## src/rtl/vblank_update_scheduler.sv

```systemverilog
// Grants game-state update requests one at a time, round-robin, only during vertical blanking.
// Optional grant timeout enabled by defining VBSCHED_TIMEOUT_EN.
module vblank_update_scheduler #(
  parameter int unsigned NREQ      = 4,
  parameter int unsigned VB_ROW    = 480,
  parameter int unsigned MAX_GRANT = 2048
) (
  input  logic            CLOCK_50,
  input  logic            reset,
  input  logic [9:0]      row,
  input  logic [NREQ-1:0] req,
  input  logic [NREQ-1:0] done,
  output logic [NREQ-1:0] gnt,
  output logic            frame_start,
  output logic            overrun,
  output logic            timeout,
  output logic [NREQ-1:0] skipped,
  output logic [15:0]     frame_count
);

  localparam int unsigned PW = (NREQ > 1) ? $clog2(NREQ) : 1;

  if (NREQ < 2 || NREQ > 8 || MAX_GRANT < 2) begin : g_bad_param
    $error("vblank_update_scheduler: unsupported parameter value");
  end

  typedef enum logic [1:0] {StWaitVb, StArb, StGrant, StClosed} state_e;

  state_e          state_q;
  logic [9:0]      row_q;
  logic [NREQ-1:0] pending_q;
  logic [PW-1:0]   rr_ptr_q;
  logic [PW-1:0]   gnt_idx_q;

  logic            in_vb;
  logic            vb_entry;
  logic            done_hit;
  logic [PW-1:0]   pick_idx;
  logic [PW-1:0]   next_ptr;

  assign in_vb    = (row >= 10'(VB_ROW));
  assign vb_entry = (row == 10'(VB_ROW)) && (row_q != 10'(VB_ROW));
  assign done_hit = |(done & gnt);
  assign next_ptr = (gnt_idx_q == PW'(NREQ - 1)) ? '0 : gnt_idx_q + 1'b1;

  // Walk downward so the final assignment is the closest set bit at or after rr_ptr.
  always_comb begin
    pick_idx = '0;
    for (int i = NREQ - 1; i >= 0; i--) begin
      if (pending_q[(int'(rr_ptr_q) + i) % NREQ]) begin
        pick_idx = PW'((int'(rr_ptr_q) + i) % NREQ);
      end
    end
  end

`ifdef VBSCHED_TIMEOUT_EN
  localparam int unsigned CW = $clog2(MAX_GRANT + 1);
  logic [CW-1:0] cnt_q;
  logic          cnt_expired;
  assign cnt_expired = (cnt_q == CW'(MAX_GRANT - 1));
`else
  assign timeout = 1'b0;
`endif

  always_ff @(posedge CLOCK_50 or negedge reset) begin
    if (!reset) begin
      state_q     <= StWaitVb;
      row_q       <= '0;
      pending_q   <= '0;
      rr_ptr_q    <= '0;
      gnt_idx_q   <= '0;
      gnt         <= '0;
      frame_start <= 1'b0;
      overrun     <= 1'b0;
      skipped     <= '0;
      frame_count <= '0;
`ifdef VBSCHED_TIMEOUT_EN
      timeout     <= 1'b0;
      cnt_q       <= '0;
`endif
    end else begin
      row_q       <= row;
      frame_start <= 1'b0;
      overrun     <= 1'b0;
`ifdef VBSCHED_TIMEOUT_EN
      timeout     <= 1'b0;
`endif
      unique case (state_q)
        StWaitVb: begin
          if (vb_entry) begin
            frame_start <= 1'b1;
            frame_count <= frame_count + 16'd1;
            pending_q   <= req;
            state_q     <= StArb;
          end
        end
        StArb: begin
          if (!in_vb) begin
            skipped <= pending_q;
            state_q <= StWaitVb;
          end else if (pending_q == '0) begin
            state_q <= StClosed;
          end else begin
            gnt           <= '0;
            gnt[pick_idx] <= 1'b1;
            gnt_idx_q     <= pick_idx;
            state_q       <= StGrant;
`ifdef VBSCHED_TIMEOUT_EN
            cnt_q         <= '0;
`endif
          end
        end
        StGrant: begin
          if (done_hit) begin
            pending_q[gnt_idx_q] <= 1'b0;
            rr_ptr_q             <= next_ptr;
            gnt                  <= '0;
            state_q              <= StArb;
`ifdef VBSCHED_TIMEOUT_EN
          end else if (cnt_expired) begin
            // Abandoned requester is dropped, so it never shows up in skipped.
            timeout              <= 1'b1;
            pending_q[gnt_idx_q] <= 1'b0;
            rr_ptr_q             <= next_ptr;
            gnt                  <= '0;
            state_q              <= StArb;
`endif
          end else if (!in_vb) begin
            overrun <= 1'b1;
            gnt     <= '0;
            skipped <= pending_q;
            state_q <= StWaitVb;
          end
`ifdef VBSCHED_TIMEOUT_EN
          if (!done_hit && !cnt_expired) begin
            cnt_q <= cnt_q + 1'b1;
          end
`endif
        end
        StClosed: begin
          if (!in_vb) begin
            skipped <= '0;
            state_q <= StWaitVb;
          end
        end
        default: state_q <= StWaitVb;
      endcase
    end
  end

endmodule

```

## config.mk

```make
export PLATFORM = sky130hd
export DESIGN_NAME = vblank_update_scheduler
export DESIGN_NICKNAME = d
export VERILOG_FILES = /design/src/rtl/vblank_update_scheduler.sv
export SDC_FILE = /design/constraint.sdc
export NUM_CORES = 1
export LEC_CHECK = 0
export CORE_ASPECT_RATIO = 1.1
export CORE_MARGIN = 8
export CORE_UTILIZATION = 40
export DETAILED_ROUTE_END_ITERATION = 7
export PLACE_DENSITY = 0.66
export SLEW_MARGIN = 20
export SYNTH_ARGS = -nofsm -noshare
export SYNTH_HDL_FRONTEND = slang
export SYNTH_SLANG_ARGS = --single-unit
```

## constraint.sdc

```tcl
create_clock -name CLOCK_50 -period 2 [get_ports CLOCK_50]
set_input_delay 0.4 -clock CLOCK_50 [delete_from_list [all_inputs] [get_ports CLOCK_50]]
set_output_delay 0.4 -clock CLOCK_50 [all_outputs]
set_load 0.03 [all_outputs]
```

==> reports/results.ini, run 1 <==
[critical_path]
critical_path_class=primary input to register
r2r_slack_ps=190
r2r-end=frame_count[13]
rr_startpoint=state_q[0]
worstPathArrival_ps=2120
cp-start-kind=primary input
critPathMaxFanout=9
cp.required_ps=2230
r2r_cells=5
end_kind=register

[worst_hold_path]
hp-class=primary input to asynchronous set/reset pin

[final_layout]
multiInputGateArea_um2=968.4
nets=277
drive_gt1_share_pct=15.81
n_fill_cell=476
ff_latch_area_um2=1151
diodes=0
syn_to_final_growth_pct=38.19
final_cell_mix=dfrtp_1, clkdlybuf4s50_1, buf_4, xor2_1, nor3b_1
final_area_um2=2965
layout_commonest_cell=dfrtp_1

[placed_design]
place_area_um2=2849
gp_congestion=0.7944
post-dp-hpwl_um=3613
dp_slack_ps=-252.9
port_buffers=45

[clock_network]
cts_tree=done
post_cts_buffers=0
postCtsResizedCells=0
clkLatencyLatePin_ps=290
clockRootBuffer=clkbuf_8
cts.clk_slew.worst_paths_ps=80
cts_buffers=5
htree_levels=2
cts_buffer_depth=2
cts.sinks=46
cts.hold.buffers_added=0

[sta]
skew_ps=3.648
fin_ws_ps=107.8
rsz0062_at_grt=true
drv_slew=0
final.min_clock_period_ps=1892
max_freq_mhz=528.5
period_share_pct=94.61
setup_viol=0
hold_viol=0

[routing]
drc=0
avgViaCountPerCell=5.110
drt_iter0_drc=77
avgRoutedWirePerCell_um=14.49
dr_total_vias=1676
antenna_left=0
first_pass_iters=4
wirelength_um=4754

[power_and_ir_drop]
peakVddDrop_v=0.0006374
power_mw=2.818
power_density_nw_per_um2=950.5
switching_share_pct=32.81
clkPwrFrac_pct=24.1
power_frac_comb_pct=32.2
p_sw_mw=0.9248
power_leakage_nw=1.369
intPower_mw=1.894
seqPwrFrac_pct=43.7

[logic_synthesis]
syn_nets=208
synth.distinct_cells=48
synth-edff-count=0
netlist_area_um2=2146
synth-async-reset-ratio_pct=100.0
ys_seq_area_share_pct=53.64
postSynthCellCount=183
ys_seq_elements=46
ys_warn_count=0
syn_area_per_cell_um2=11.73
synth_flop_cell=dfrtp_1

[floorplanning]
die_w_um=85.84
core_area_um2=5290
dieArea_um2=7967
io_pins=47
start_util_pct=40.56
rows=28
die_h_um=92.82

[global_route]
track_usage_pct=12.65
antenna_found_initial=0
gr-total-overflow=0
grt_max_degree=47
grt_pass1_wl_um=8066
first_global_vias=1727

[run]
cap_violations=0

[outcome]
outcome=completed

-- cell families (layout without fill, tap and decap cells) --
kind of cell             after synthesis  in the layout  share of synthesized area, %
adder cells (fa/ha/maj)                5              5                         2.915
multiplexers                           4              4                         2.041
other                                  1              1                        0.1748
AND/OR/NAND/NOR                       72             72                         21.81
XOR/XNOR                              15             15                         6.123
flip-flops                            46             46                         53.64
buffers and inverters                  9             79                         2.216
AO/OA/AOI/OAI                         31             31                         11.08
-- area by class of cell --
class	instances	area share, %
flip-flops and latches	46	38.82
multi-input cells	128	32.66
repair buffers	68	21.27
well taps	75	3.165
clock buffers	6	2.447
clock inverters	2	1.266
inverters	3	0.3797
-- power groups by stage --
stage,combinational [mW],clock (mW),sequential (mW)
finish,0.908,0.680,1.23
global route,0.996,0.740,1.25
global placement,0.898,0,1.24
detailed placement,0.912,0,1.25
CTS,0.917,0.704,1.23
floorplan,0.459,0,1.32
-- worst max-delay path by stage --
stage	from	cells after the start	slack (ps)	endpoint
global route	row[9]	6	-40	frame_count[15]
global placement	row[9]	6	-230	frame_count[1]
CTS	row[9]	6	60	frame_count[1]
detailed placement	row[9]	6	-250	frame_count[1]
floorplan	state_q[0]	6	160	frame_count[1]
finish	row[9]	6	110	frame_count[13]
-- routing by layer --
metal / GRT usage, % / wire, um
met5: 0 / 0
met2: 22.46 / 2365
met4: 3.947 / 45
met1: 14.61 / 2144
met3: 3.012 / 198
-- synthesized netlist by cell type (3+ instances only) --
cell	count	area share, %
dfrtp_1	46	54
xor2_1	14	5.7
nor3b_1	11	3.8
nand2_1	10	1.7
nor3_1	9	2.1
nand3_1	7	1.6
nor4_1	7	2.0
a22o_1	6	2.4
a21oi_1	5	1.2
ha_1	5	2.9
nor2_1	5	0.87
a311o_1	4	1.9
nand2b_1	4	1.2
and3_1	3	0.87
and4_1	3	1.2
o21ai_0	3	0.70
o2bb2ai_1	3	1.2
-- critical path, cell delays in order --
cell	delay, ps
clkdlybuf4s50_1	470
nor4_4	340
buf_4	170
nand4_2	200
nor4_1	360
xor2_1	170
-- metrics by stage --
| step | cells | hold WS, ps | setup TNS, ps | utilization, % |
|---|---|---|---|---|
| 3_3_place_gp | 320 | 398.4 | -2505 | 53.86 |
| 6_report | 328 | 61.86 | 0 | 56.05 |
| 5_1_grt | 328 | 87.98 | -55.13 | 56.05 |
| 4_1_cts | 328 | 68.93 | 0 | 55.94 |
| 3_5_place_dp | 320 | 396.3 | -2849 | 53.86 |
| 2_1_floorplan | 183 | 104.4 | 0 | - |
-- state kept, by name, summed over array words and instances, names as in the netlist, 2 cells and up --
signal and cells:
gnt_idx_q 2, state_q 2, gnt 4, row_q 10
skipped 4, frame_count 16, pending_q 4, rr_ptr_q 2
Note: power is estimated with default switching activity, not from simulation.
==> run 2: changes to the inputs <==
--- a/config.mk
+++ b/config.mk
@@ -9,7 +9,7 @@
 export CORE_MARGIN = 8
 export CORE_UTILIZATION = 40
 export DETAILED_ROUTE_END_ITERATION = 7
-export PLACE_DENSITY = 0.66
+export PLACE_DENSITY = 0.78
 export SLEW_MARGIN = 20
 export SYNTH_ARGS = -nofsm -noshare
 export SYNTH_HDL_FRONTEND = slang
==> constraint.sdc (replaced) <==
create_clock -name CLOCK_50 -period 1.5 [get_ports CLOCK_50]
set_input_delay 0.3 -clock CLOCK_50 [delete_from_list [all_inputs] [get_ports CLOCK_50]]
set_output_delay 0.3 -clock CLOCK_50 [all_outputs]
set_load 0.03 [all_outputs]
==> run 2 against run 1 <==
The run now ends with negative setup slack left; flip-flop and latch count did not move; die area did not move; sequential power rose by 33%; sequential share of layout area fell by 5.3 points; power rose by 45%; register-to-register slack got worse by 490 ps; routed wire length rose by 32%; setup slack got worse by 400 ps; non-clock buffer count rose by 18; clock-buffer cell count fell by 1; critical path depth did not move; design area rose by 16%; critical path type unchanged; critical endpoint is now frame_count[15]; largest power group unchanged.
==> reports/results.ini, run 2 (synthesized netlist as in run 1, its figures left out) <==
[final_layout]
diodes=0  ; unchanged
n_fill_cell=364  ; -24%
nets=296  ; +6.9%
stdcell_count=347  ; +5.8%
reg.largest.list=frame_count: 16 flops, row_q: 10 flops
syn_to_final_growth_pct=60.18
drive_gt1_share_pct=34.93  ; +19 points
layout_commonest_cell=dfrtp_1
largest-register=frame_count
multiInputGateArea_um2=1252  ; +29%
final_cell_mix=dfrtp_1, buf_4, dlygate4sd2_1, xor2_1, clkdlybuf4s50_1
ff_latch_area_um2=1154  ; +0.22%
largest_reg_flops=16  ; unchanged

[power_and_ir_drop]
power_frac_comb_pct=37.0  ; +4.8 points
switching_share_pct=35.14  ; +2.3 points
power_leakage_nw=1.711  ; +25%
seqPwrFrac_pct=40.0  ; -3.7 points
clkPwrFrac_pct=23.0  ; -1.1 points
p_sw_mw=1.438  ; +56%
power_density_nw_per_um2=1191  ; +25%
peakVddDrop_v=0.0007009  ; +10%
intPower_mw=2.654  ; +40%

[floorplanning]
die_w_um=85.84  ; unchanged
dieArea_um2=7967  ; unchanged
die_h_um=92.82  ; unchanged
start_util_pct=40.56  ; unchanged
core_area_um2=5290  ; unchanged
rows=28  ; unchanged
io_pins=47  ; unchanged

[clock_network]
cts_buffers=5  ; unchanged
cts.sinks=46  ; unchanged
htree_levels=2  ; unchanged
cts.clk_slew.worst_paths_ps=90  ; about the same
clkLatencyLatePin_ps=300  ; about the same
clockRootBuffer=clkbuf_8
cts_tree=done
cts_buffer_depth=2  ; unchanged

[critical_path]
crit_start=row[1]
cp.required_ps=1720  ; -510 ps
end_kind=register
crit_path_end=frame_count[15]
critPathMaxFanout=5  ; -4
worstPathArrival_ps=2020  ; -100 ps
cp_num_buf_inv=2  ; unchanged
r2r-end=frame_count[1]
cp-start-kind=primary input
crit_chain=clkdlybuf4s50_1, nor3_2, buf_4, nand4_4, nor4_4, xor2_1
rr_startpoint=state_q[0]
crit_family=simple AND/OR/NAND/NOR gates
critical_path_class=primary input to register
critPathSlowestCell=clkdlybuf4s50_1
r2r_cells=6  ; +1
worst-path-stages=6  ; unchanged
r2r_slack_ps=-300  ; -490 ps
worst_path_largest_cell_delay_ps=450  ; -20 ps

[sta]
skew_ps=7.137  ; +3.489 ps
fin_ws_ps=-296.9  ; -404.7 ps
setup_viol=23  ; +23
period_share_pct=119.8
rsz0062_at_grt=true
drv_slew=0  ; unchanged
hold_viol=0  ; unchanged
final.min_clock_period_ps=1797
max_freq_mhz=556.5
whs_ps=193.5  ; +131.6 ps

[routing]
dr_total_vias=1865  ; +11%
drt_iter0_drc=88  ; +14%
wirelength_um=6291  ; +32%
drc=0  ; unchanged
antenna_left=0  ; unchanged
first_pass_iters=4  ; unchanged
avgViaCountPerCell=5.375  ; +5.2%
avgRoutedWirePerCell_um=18.13  ; +25%

[global_route]
first_global_vias=2003  ; +16%
track_usage_pct=15.64  ; +3.0 points
grt_pass1_wl_um=9922  ; +23%
antenna_found_initial=0  ; unchanged
gr-total-overflow=0  ; unchanged
grt_max_degree=30  ; -36%

[placed_design]
dp_slack_ps=-710.8  ; -457.8 ps
post-dp-hpwl_um=3947  ; +9.2%
gp_congestion=0.7694  ; -3.1%
dp.cells=327  ; +2.2%
port_buffers=45  ; unchanged

[outcome]
failed_checks=negative setup slack
outcome=complete, but fails checks

[run]
cap_violations=0  ; unchanged

[worst_hold_path]
hp-class=primary input to register
worstHoldPathCells=1
hp-start=row[3]

-- run 2: changes by cell type in the layout (fill, tap and decap cells not counted), sizes merged --
cell,change
buf,+17
clkdlybuf4s15,+1
clkdlybuf4s50,-31
clkinv,+2
clkinvlp,-1
dlygate4sd2,+25
dlygate4sd3,+1
dlymetal6s2s,+4
nand4,+1
-- run 2: metrics by stage --
stage                     area, um2  util [%]  TNS (ps)  power [mW]
after CTS                      3316     62.68     -4009       3.944
after global routing           3437     64.97     -7083       4.284
after floorplan                2170         -    -753.0       2.388
after global placement         2919     55.18    -15380       2.974
after detailed placement       2919     55.18    -16830       3.026
final                          3437     64.97     -4670       4.093
-- run 2: worst reg2reg max path: cells and delay by family, from the launching register on --
kind                   cells  cell delay, ps
buffers and inverters      2             250
flip-flops                 1             420
multiplexers               1             300
AND/OR/NAND/NOR            3             720
-- run 2: worst min path at each step --
| stage | end | slack, ps |
|---|---|---|
| 2_1_floorplan | frame_count[0] | 4 |
| 3_3_place_gp | frame_count[8] | 260 |
| 3_5_place_dp | frame_count[6] | 260 |
| 4_1_cts | row_q[9] | 450 |
| 5_1_grt | row_q[3] | 200 |
| 6_report | row_q[3] | 190 |
-- run 2: per-layer routing --
metal / GRT usage (%) / part of all wire [%]
met1: 16.35 / 38
met3: 3.632 / 4.6
met5: 0 / 0
met4: 5.409 / 1.6
met2: 29.64 / 56
-- run 2: layout make-up --
class,instances,share of cell area (%)
Multi-Input combinational cell,129,36.44
Sequential cell,46,33.56
Timing Repair Buffer,86,23.77
Tap cell,75,2.730
Clock buffer,5,2.002
Clock inverter,3,1.165
Inverter,3,0.3276
-- run 2: what timing repair did --
item,4_1_cts,5_1_grt
buffers inserted,4,6
pin swaps,20,14
resized for setup,68,23
setup endpoints to repair,58,35
hold endpoints to repair,17,0
gates cloned,2,0
hold buffers,1,0
-- run 2: power groups by stage --
stage / Clock [mW] / Sequential [mW] / Combinational [mW]
after floorplan: 0 / 1.76 / 0.623
after global placement: 0 / 1.63 / 1.35
after detailed placement: 0 / 1.64 / 1.39
after CTS: 0.940 / 1.61 / 1.39
after global routing: 0.994 / 1.65 / 1.64
final: 0.942 / 1.64 / 1.52
==> run 3: changes to the inputs <==
--- a/config.mk
+++ b/config.mk
@@ -9,7 +9,7 @@
 export CORE_MARGIN = 8
 export CORE_UTILIZATION = 40
 export DETAILED_ROUTE_END_ITERATION = 7
-export PLACE_DENSITY = 0.78
+export PLACE_DENSITY = 0.76
 export SLEW_MARGIN = 20
 export SYNTH_ARGS = -nofsm -noshare
 export SYNTH_HDL_FRONTEND = slang
==> constraint.sdc (replaced) <==
create_clock -name CLOCK_50 -period 1.9 [get_ports CLOCK_50]
set_input_delay 0.38 -clock CLOCK_50 [delete_from_list [all_inputs] [get_ports CLOCK_50]]
set_output_delay 0.38 -clock CLOCK_50 [all_outputs]
set_load 0.03 [all_outputs]
==> run 3 against run 2 <==
Via count down 10%; setup slack better by 330 ps; die area unchanged; design area down 14%; the run now ends clean; register-to-register slack better by 450 ps; routed wire length down 26%; largest cell class is now flip-flops and latches; critical path depth unchanged; non-clock buffer count down 18; clock-buffer cell count unchanged; worst hold slack worse by 39 ps; highest routed layer unchanged; sequential power down 21%; combinational power down 38%.
==> reports/results.ini, run 3 (synthesized netlist as in run 1, its figures left out) <==
[critical_path]
worst_path_largest_cell_delay_ps=480  ; +30 ps
rr_startpoint=row_q[1]
worstPathArrival_ps=2090  ; +70 ps
critPathMaxFanout=9  ; +4
cp_num_buf_inv=2  ; unchanged
crit_family=simple AND/OR/NAND/NOR gates
cp-start-kind=primary input
critPathSlowestCell=clkdlybuf4s50_1
end_kind=register
r2r_slack_ps=150  ; +450 ps
cp.required_ps=2120  ; +400 ps
critical_path_class=primary input to register
crit_chain=clkdlybuf4s50_1, nor4_4, buf_4, nand4_4, nor4_1, xor2_1
r2r-end=pending_q[2]
r2r_cells=5  ; -1

[final_layout]
reg.largest.list=frame_count: 16 flops, row_q: 10 flops
largest_reg_flops=16  ; unchanged
nets=277  ; -6.4%
layout_commonest_cell=dfrtp_1
final_area_um2=2953  ; -14%
n_fill_cell=467  ; +28%
final_cell_mix=dfrtp_1, clkdlybuf4s50_1, buf_4, xor2_1, nor3b_1
largest-register=frame_count
syn_to_final_growth_pct=37.61
diodes=0  ; unchanged
drive_gt1_share_pct=17.00  ; -18 points
finalCoreUtilization_pct=55.82  ; -9.2 points

[clock_network]
cts_buffer_depth=2  ; unchanged
cts_tree=done
clockRootBuffer=clkbuf_8
cts.hold.buffers_added=0  ; -1
cts.clk_slew.worst_paths_ps=80  ; about the same
post_cts_buffers=0  ; -4
clkLatencyLatePin_ps=300  ; about the same
cts.sinks=46  ; unchanged
htree_levels=2  ; unchanged
cts_buffers=5  ; unchanged

[routing]
first_pass_iters=4  ; unchanged
antenna_left=0  ; unchanged
avgRoutedWirePerCell_um=14.21  ; -22%
drc=0  ; unchanged
avgViaCountPerCell=5.091  ; -5.3%
dr_total_vias=1670  ; -10%
wirelength_um=4661  ; -26%
drt_iter0_drc=49  ; -44%

[global_route]
grt_pass1_wl_um=7935  ; -20%
gr-total-overflow=0  ; unchanged
grt_max_degree=47  ; +57%
antenna_found_initial=0  ; unchanged
first_global_vias=1762  ; -12%
track_usage_pct=12.47  ; -3.2 points

[placed_design]
gp_congestion=0.7763  ; +0.90%
post-dp-hpwl_um=3577  ; -9.4%
port_buffers=45  ; unchanged
place_area_um2=2836  ; -2.8%

[outcome]
outcome=completed

[floorplanning]
rows=28  ; unchanged
dieArea_um2=7967  ; unchanged
die_h_um=92.82  ; unchanged
die_w_um=85.84  ; unchanged
core_area_um2=5290  ; unchanged
io_pins=47  ; unchanged
start_util_pct=40.56  ; unchanged

[sta]
rsz0062_at_grt=true
hold_viol=0  ; unchanged
setup_viol=0  ; -100%
max_freq_mhz=537.1
worstMarginPinSlew_ps=568.4
skew_ps=7.958  ; +0.8207 ps
period_share_pct=98.00
final.min_clock_period_ps=1862
relSlewSlack_pct=62.10
drv_slew=0  ; unchanged
whs_ps=154.2  ; -39.33 ps

[power_and_ir_drop]
power_density_nw_per_um2=958.9  ; -19%
power_leakage_nw=1.382  ; -19%
power_mw=2.832  ; -31%
peakVddDrop_v=0.0006708  ; -4.3%

[worst_hold_path]
hp-class=primary input to asynchronous set/reset pin

[run]
cap_violations=0  ; unchanged

run 3: cell count changes in the layout (fill, tap and decap cells not counted), moves of 5 or more:
cell	previous run	this run
nor3_4	8	0
buf_6	8	0
dlygate4sd2_1	25	0
buf_4	28	23
clkdlybuf4s50_1	13	43
nor3_1	0	9
nor4_1	0	5
run 3: what timing repair did:
item | in CTS | in global routing
pin swaps | 0 | 1
resized for setup | 4 | 2
endpoints found under the hold margin | 0 | 0
endpoints found under the setup margin | 4 | 7
run 3: stage by stage:
stage	setup slack [ps]	setup TNS (ps)	instances
2_1_floorplan	62.37	0	183
3_3_place_gp	-316.3	-4558	320
3_5_place_dp	-381.1	-5398	320
4_1_cts	15.47	0	328
5_1_grt	-32.84	-61.69	328
6_report	38.04	0	328
run 3: routing by layer:
metal	vias up	global-route usage [%]	wire length, um
met5	-	0	0
met4	0	4.386	71
met3	6	3.720	231
met2	29	22.78	2383
met1	817	13.21	1974
li1	818	-	-
run 3: worst max path at each step:
stage,startpoint,end,slack (ps),depth (start not counted)
2_1_floorplan,state_q[0],frame_count[1],60,6
3_3_place_gp,row[9],frame_count[1],-320,6
3_5_place_dp,row[9],frame_count[15],-380,6
4_1_cts,row[9],frame_count[1],20,6
5_1_grt,row[4],frame_count[9],-30,6
6_report,row[4],frame_count[9],40,6
run 3: power by group:
part	switching [mW]	internal, mW
Clock	0.324	0.258
Sequential	0.168	1.13
Combinational	0.469	0.478
Total	0.961	1.87
run 3: cell type report:
type,instances,area (um2),area share [%]
Inverter,3,11.26,0.3814
Timing Repair Buffer,68,620.6,21.02
Tap cell,75,93.84,3.178
Multi-Input combinational cell,128,985.9,33.39
Clock inverter,3,21.27,0.7203
Clock buffer,5,68.82,2.331
Sequential cell,46,1151,38.98
==> patch 1, RTL diff (flow settings as in run 1) <==
Make the reset (`reset`) synchronous in one clocked block.
--- a/src/rtl/vblank_update_scheduler.sv
+++ b/src/rtl/vblank_update_scheduler.sv
@@ -62,7 +62,7 @@
   assign timeout = 1'b0;
 `endif
 
-  always_ff @(posedge CLOCK_50 or negedge reset) begin
+  always_ff @(posedge CLOCK_50) begin
     if (!reset) begin
       state_q     <= StWaitVb;
       row_q       <= '0;
Behaviour: differs if reset is asserted again (counterexample within 4 cycles, from zero or initial values and one cycle with reset low); with reset held inactive, the same outputs for 4 cycles.
==> patch 1 against run 1 <==
- cell area shrank 5.8%
- worst hold slack improved by 0.41 ns
- global-route usage grew 0.23 points
- sequential cell count unchanged
- setup slack lost 0.0075 ns
- routed wire length increased by 2.9%
- critical path depth is 5 lower
- core utilization is 0.17 points lower
- non-clock buffer count is 7 lower
- synthesized area shrank 3.0%
Power is not compared: it rests on default switching activity, and its combinational part moved more than twofold at a synthesized area within 25%.
==> patch 1: results <==
[placement]
dp_cells = 340
dpl_cell_area_mm2 = 0.00269
place.gp.congestion = 0.881
pre_cts_ws_ns = -0.249
post-dp-hpwl_um = 3720

[logic_synthesis]
async_reset_ff_share_pct = 0
synth_nets = 257
yosys-top-cells-area = dfxtp_1 (44%), xnor2_1 (5.5%), nor4_2 (5.4%), nand2_1 (4.9%), nor2_1 (3.2%)
synth.distinct_cells = 41
synthCells = 232
ys_seq_area_share_pct = 44.3
synth_common_cells = dfxtp_1 (46), nand2_1 (27), nor2_1 (18), xnor2_1 (13), nand3_1 (11)
synth_warnings = 0

[routing]
vias_per_cell = 5.35
drt_iter0_markers = 67
firstDrtPassIters = 4
routed_wl_um = 4890
antenna_left = 0

[timing]
finClkSkew_ns = 0.00672
whs_ns = 0.468

[clocking]
clockRootBuffer = clkbuf_8
clock_path_buffers = 2
worstSkewPairLatency_ns = 0.30
path_clk_slew_ns = 0.08

[final_layout]
drive_gt1_share_pct = 12.4
nNetsFinal = 314
n_antenna_cell = 0
reg_top3 = frame_count: 16 flops, row_q: 10 flops
finalNonFillerCells = 348

[worst_setup_path]
cp_slowest_cell = clkdlybuf4s50_1
cp_max_fo = 7
critical-path-top-delay-family = buffers and inverters
r2r_setup_slack_ns = 0.24
reg2reg_from = state_q[0]
timing.rr.end = pending_q[1]
cpPeakStageDelay_ns = 0.73
r2r_cells = 4

[min_path]
holdPathEnd = skipped[3]
min_delay_path_depth = 2
hp-class = flop to flop

[power]
p_leak_uw = 0.000942
p_sw_share_pct = 21.4

[run_status]
outcome = finished clean

[global_route]
grt_max_degree = 23
grt_pass1_wl_um = 8230
first_global_vias = 1792
grt_use_total_pct = 12.9
[patch 1: how the worst max path moves through the flow]
stage,slack [ns],start,endpoint
2_1_floorplan,0.31,frame_count[3],frame_count[15]
3_3_place_gp,-0.19,row[9],frame_count[15]
3_5_place_dp,-0.25,row[9],frame_count[15]
4_1_cts,0.07,row[9],frame_count[15]
5_1_grt,0.01,row[9],frame_count[15]
6_report,0.10,frame_count[3],frame_count[3]
[patch 1: cell families (layout without fill, tap and decap cells)]
family,Yosys count,after routing,share of synthesized area (%)
xor gates and xnor gates,13,13,5.47
and+or+nand+nor,114,114,32.2
other,1,1,0.180
adders and majority gates,5,5,3.01
buffers and inverters,20,78,4.39
AOI/OAI and AO/OA,31,31,9.56
muxes,2,2,0.962
DFF,46,46,44.3
[patch 1: layer usage]
metal | vias to the layer above | track usage (%) | part of all wire (%)
met1 | 866 | 14.6 | 45
met5 | - | 0 | 0
met2 | 50 | 21.9 | 49
li1 | 938 | - | -
met3 | 9 | 4.10 | 4.8
met4 | 0 | 5.35 | 1.9
[patch 1: final cells by class]
class / count / area (µm²)
inverters: 9 / 33.8
clock inverters: 1 / 5.00
multi-input cells: 166 / 1090
flip-flops and latches: 46 / 921
clock buffers: 7 / 86.3
repair buffers: 61 / 583
fillers: 480 / 2210
well taps: 58 / 72.6
[patch 1: what timing repair did]
item | CTS | global route
hold endpoints to repair | 0 | 0
setup endpoints to repair | 0 | 1
gates resized for setup | 0 | 1
[patch 1: power by group through the flow]
stage | Clock (µW) | Sequential, µW | Combinational (µW)
after floorplan | 0 | 949 | 33.6
after global placement | 0 | 951 | 93.6
after detailed placement | 0 | 951 | 93.8
after CTS | 598 | 929 | 94.1
after global routing | 637 | 930 | 103
final | 579 | 929 | 95.5
==> patch 2, RTL diff (flow settings as in run 1) <==
Without the edit above. Build with the macro `VBSCHED_TIMEOUT_EN` defined.
--- a/src/rtl/vblank_update_scheduler.sv
+++ b/src/rtl/vblank_update_scheduler.sv
@@ -1,5 +1,7 @@
 // Grants game-state update requests one at a time, round-robin, only during vertical blanking.
 // Optional grant timeout enabled by defining VBSCHED_TIMEOUT_EN.
+`define VBSCHED_TIMEOUT_EN
+
 module vblank_update_scheduler #(
   parameter int unsigned NREQ      = 4,
   parameter int unsigned VB_ROW    = 480,
Behaviour: same outputs for any inputs over 4 cycles, from zero or initial values and one cycle with reset low; that may be too few to reach the edited logic, so the function may still have changed.
==> patch 2 against run 1 <==
- cell area up 30%
- combinational power down 82%
- sequential cell count up 13
- total power down 15%
- synthesized area up 34%
- critical path depth down 1
- worst hold slack worse by 0.0088 ns
- global-route usage up 0.82 points
- first-iteration DRC count up 45%
- routed wire length up 41%
- setup slack worse by 0.060 ns
- largest cell class unchanged
==> patch 2: results <==
[routing]
maxUsedRoutingLayer = met4
drt_iter0_markers = 112
wl_met3_um = 370
wl_met2_um = 3260
routed_wl_um = 6690
firstDrtPassIters = 4
wl_met1_um = 2970
vias = 2348

[logic_synthesis]
synth_warnings = 0
synth_nets = 292
yosys-top-cells-area = dfrtp_1 (52%), xnor2_1 (5.8%), ha_1 (2.6%), nand4_1 (2.4%), nand2_1 (2.4%)
synthCells = 266
async_reset_ff_share_pct = 100
synth_common_cells = dfrtp_1 (59), xnor2_1 (19), nand2_1 (18), nor2_1 (18), nand3_1 (12)
ys_seq_area_share_pct = 51.5

[power]
pwr-share-comb_pct = 6.7
power_switching_uw = 576
ir_worst_vdd_v = 0.000394
p_leak_uw = 0.00170
total_power_uw = 2390

[placement]
post-dp-hpwl_um = 4820
dp_cells = 420
dpl_cell_area_mm2 = 0.00365
portBuffers = 46
pre_cts_ws_ns = -0.399
place.gp.congestion = 0.828

[worst_setup_path]
cpPeakStageDelay_ns = 0.44
reg2reg_from = cnt_q[0]
r2r_cells = 7
cp_slowest_cell = or3_4
r2r_setup_slack_ns = 0.15
critical-path-top-delay-family = simple AND/OR/NAND/NOR gates
arrival_ns = 2.18
crit_path_end = pending_q[3]
crit_path_start = row[0]
cp_max_fo = 7

[global_route]
use_met1_pct = 16.0
grt_pass1_wl_um = 11300
grtUsageMet3_pct = 5.53
globalRouteMet2Util_pct = 21.4
first_global_vias = 2371
grt_use_total_pct = 13.5
grt_max_degree = 60

[timing]
whs_ns = 0.0531
hold_viol_final = 0
setup_slack_ns = 0.0476
finClkSkew_ns = 0.00513

[final_layout]
drive_gt1_share_pct = 17.9
reg_top3 = frame_count: 16 flops, cnt_q: 12 flops, row_q: 10 flops
nNetsFinal = 373
finalNonFillerCells = 437

[clocking]
h-tree-depth = 3
clock_path_buffers = 2
worstSkewPairLatency_ns = 0.34
path_clk_slew_ns = 0.06
cts_buffers = 9
clockRootBuffer = clkbuf_8

[run_status]
outcome = finished clean

[min_path]
hp-class = input port to asynchronous set/reset pin
[patch 2: cell count changes in the layout (fill, tap and decap cells not counted), sizes merged, moves of 7 or more]
cell	change
buf	+12
dfrtp	+13
inv	+7
nand2	+8
nand4	+8
nor2	+13
nor3b	-10
xnor2	+18
xor2	-11
[patch 2: kinds of logic (layout without fill, tap and decap cells)]
logic type,count (synthesis),in the layout,synth area share (%)
mux,4,4,1.44
compound gates,48,48,12.4
xor+xnor,22,22,6.73
flops,59,59,51.5
simple gates,106,106,22.4
buf+inv,21,107,2.93
fa+ha+maj,6,6,2.62
[patch 2: repair_timing]
| action | 4_1_cts | 5_1_grt |
|---|---|---|
| pin swaps | 0 | 3 |
| resized for setup | 2 | 1 |
| setup endpoints to repair | 6 | 12 |
| setup buffers | 0 | 1 |
[patch 2: area by class of cell]
type,instances,area (µm²)
Multi-Input combinational cell,186,1320
Tap cell,85,106
Clock inverter,4,25.0
Clock buffer,12,155
Timing Repair Buffer,81,731
Sequential cell,59,1480
Fill cell,635,3110
Inverter,10,37.5
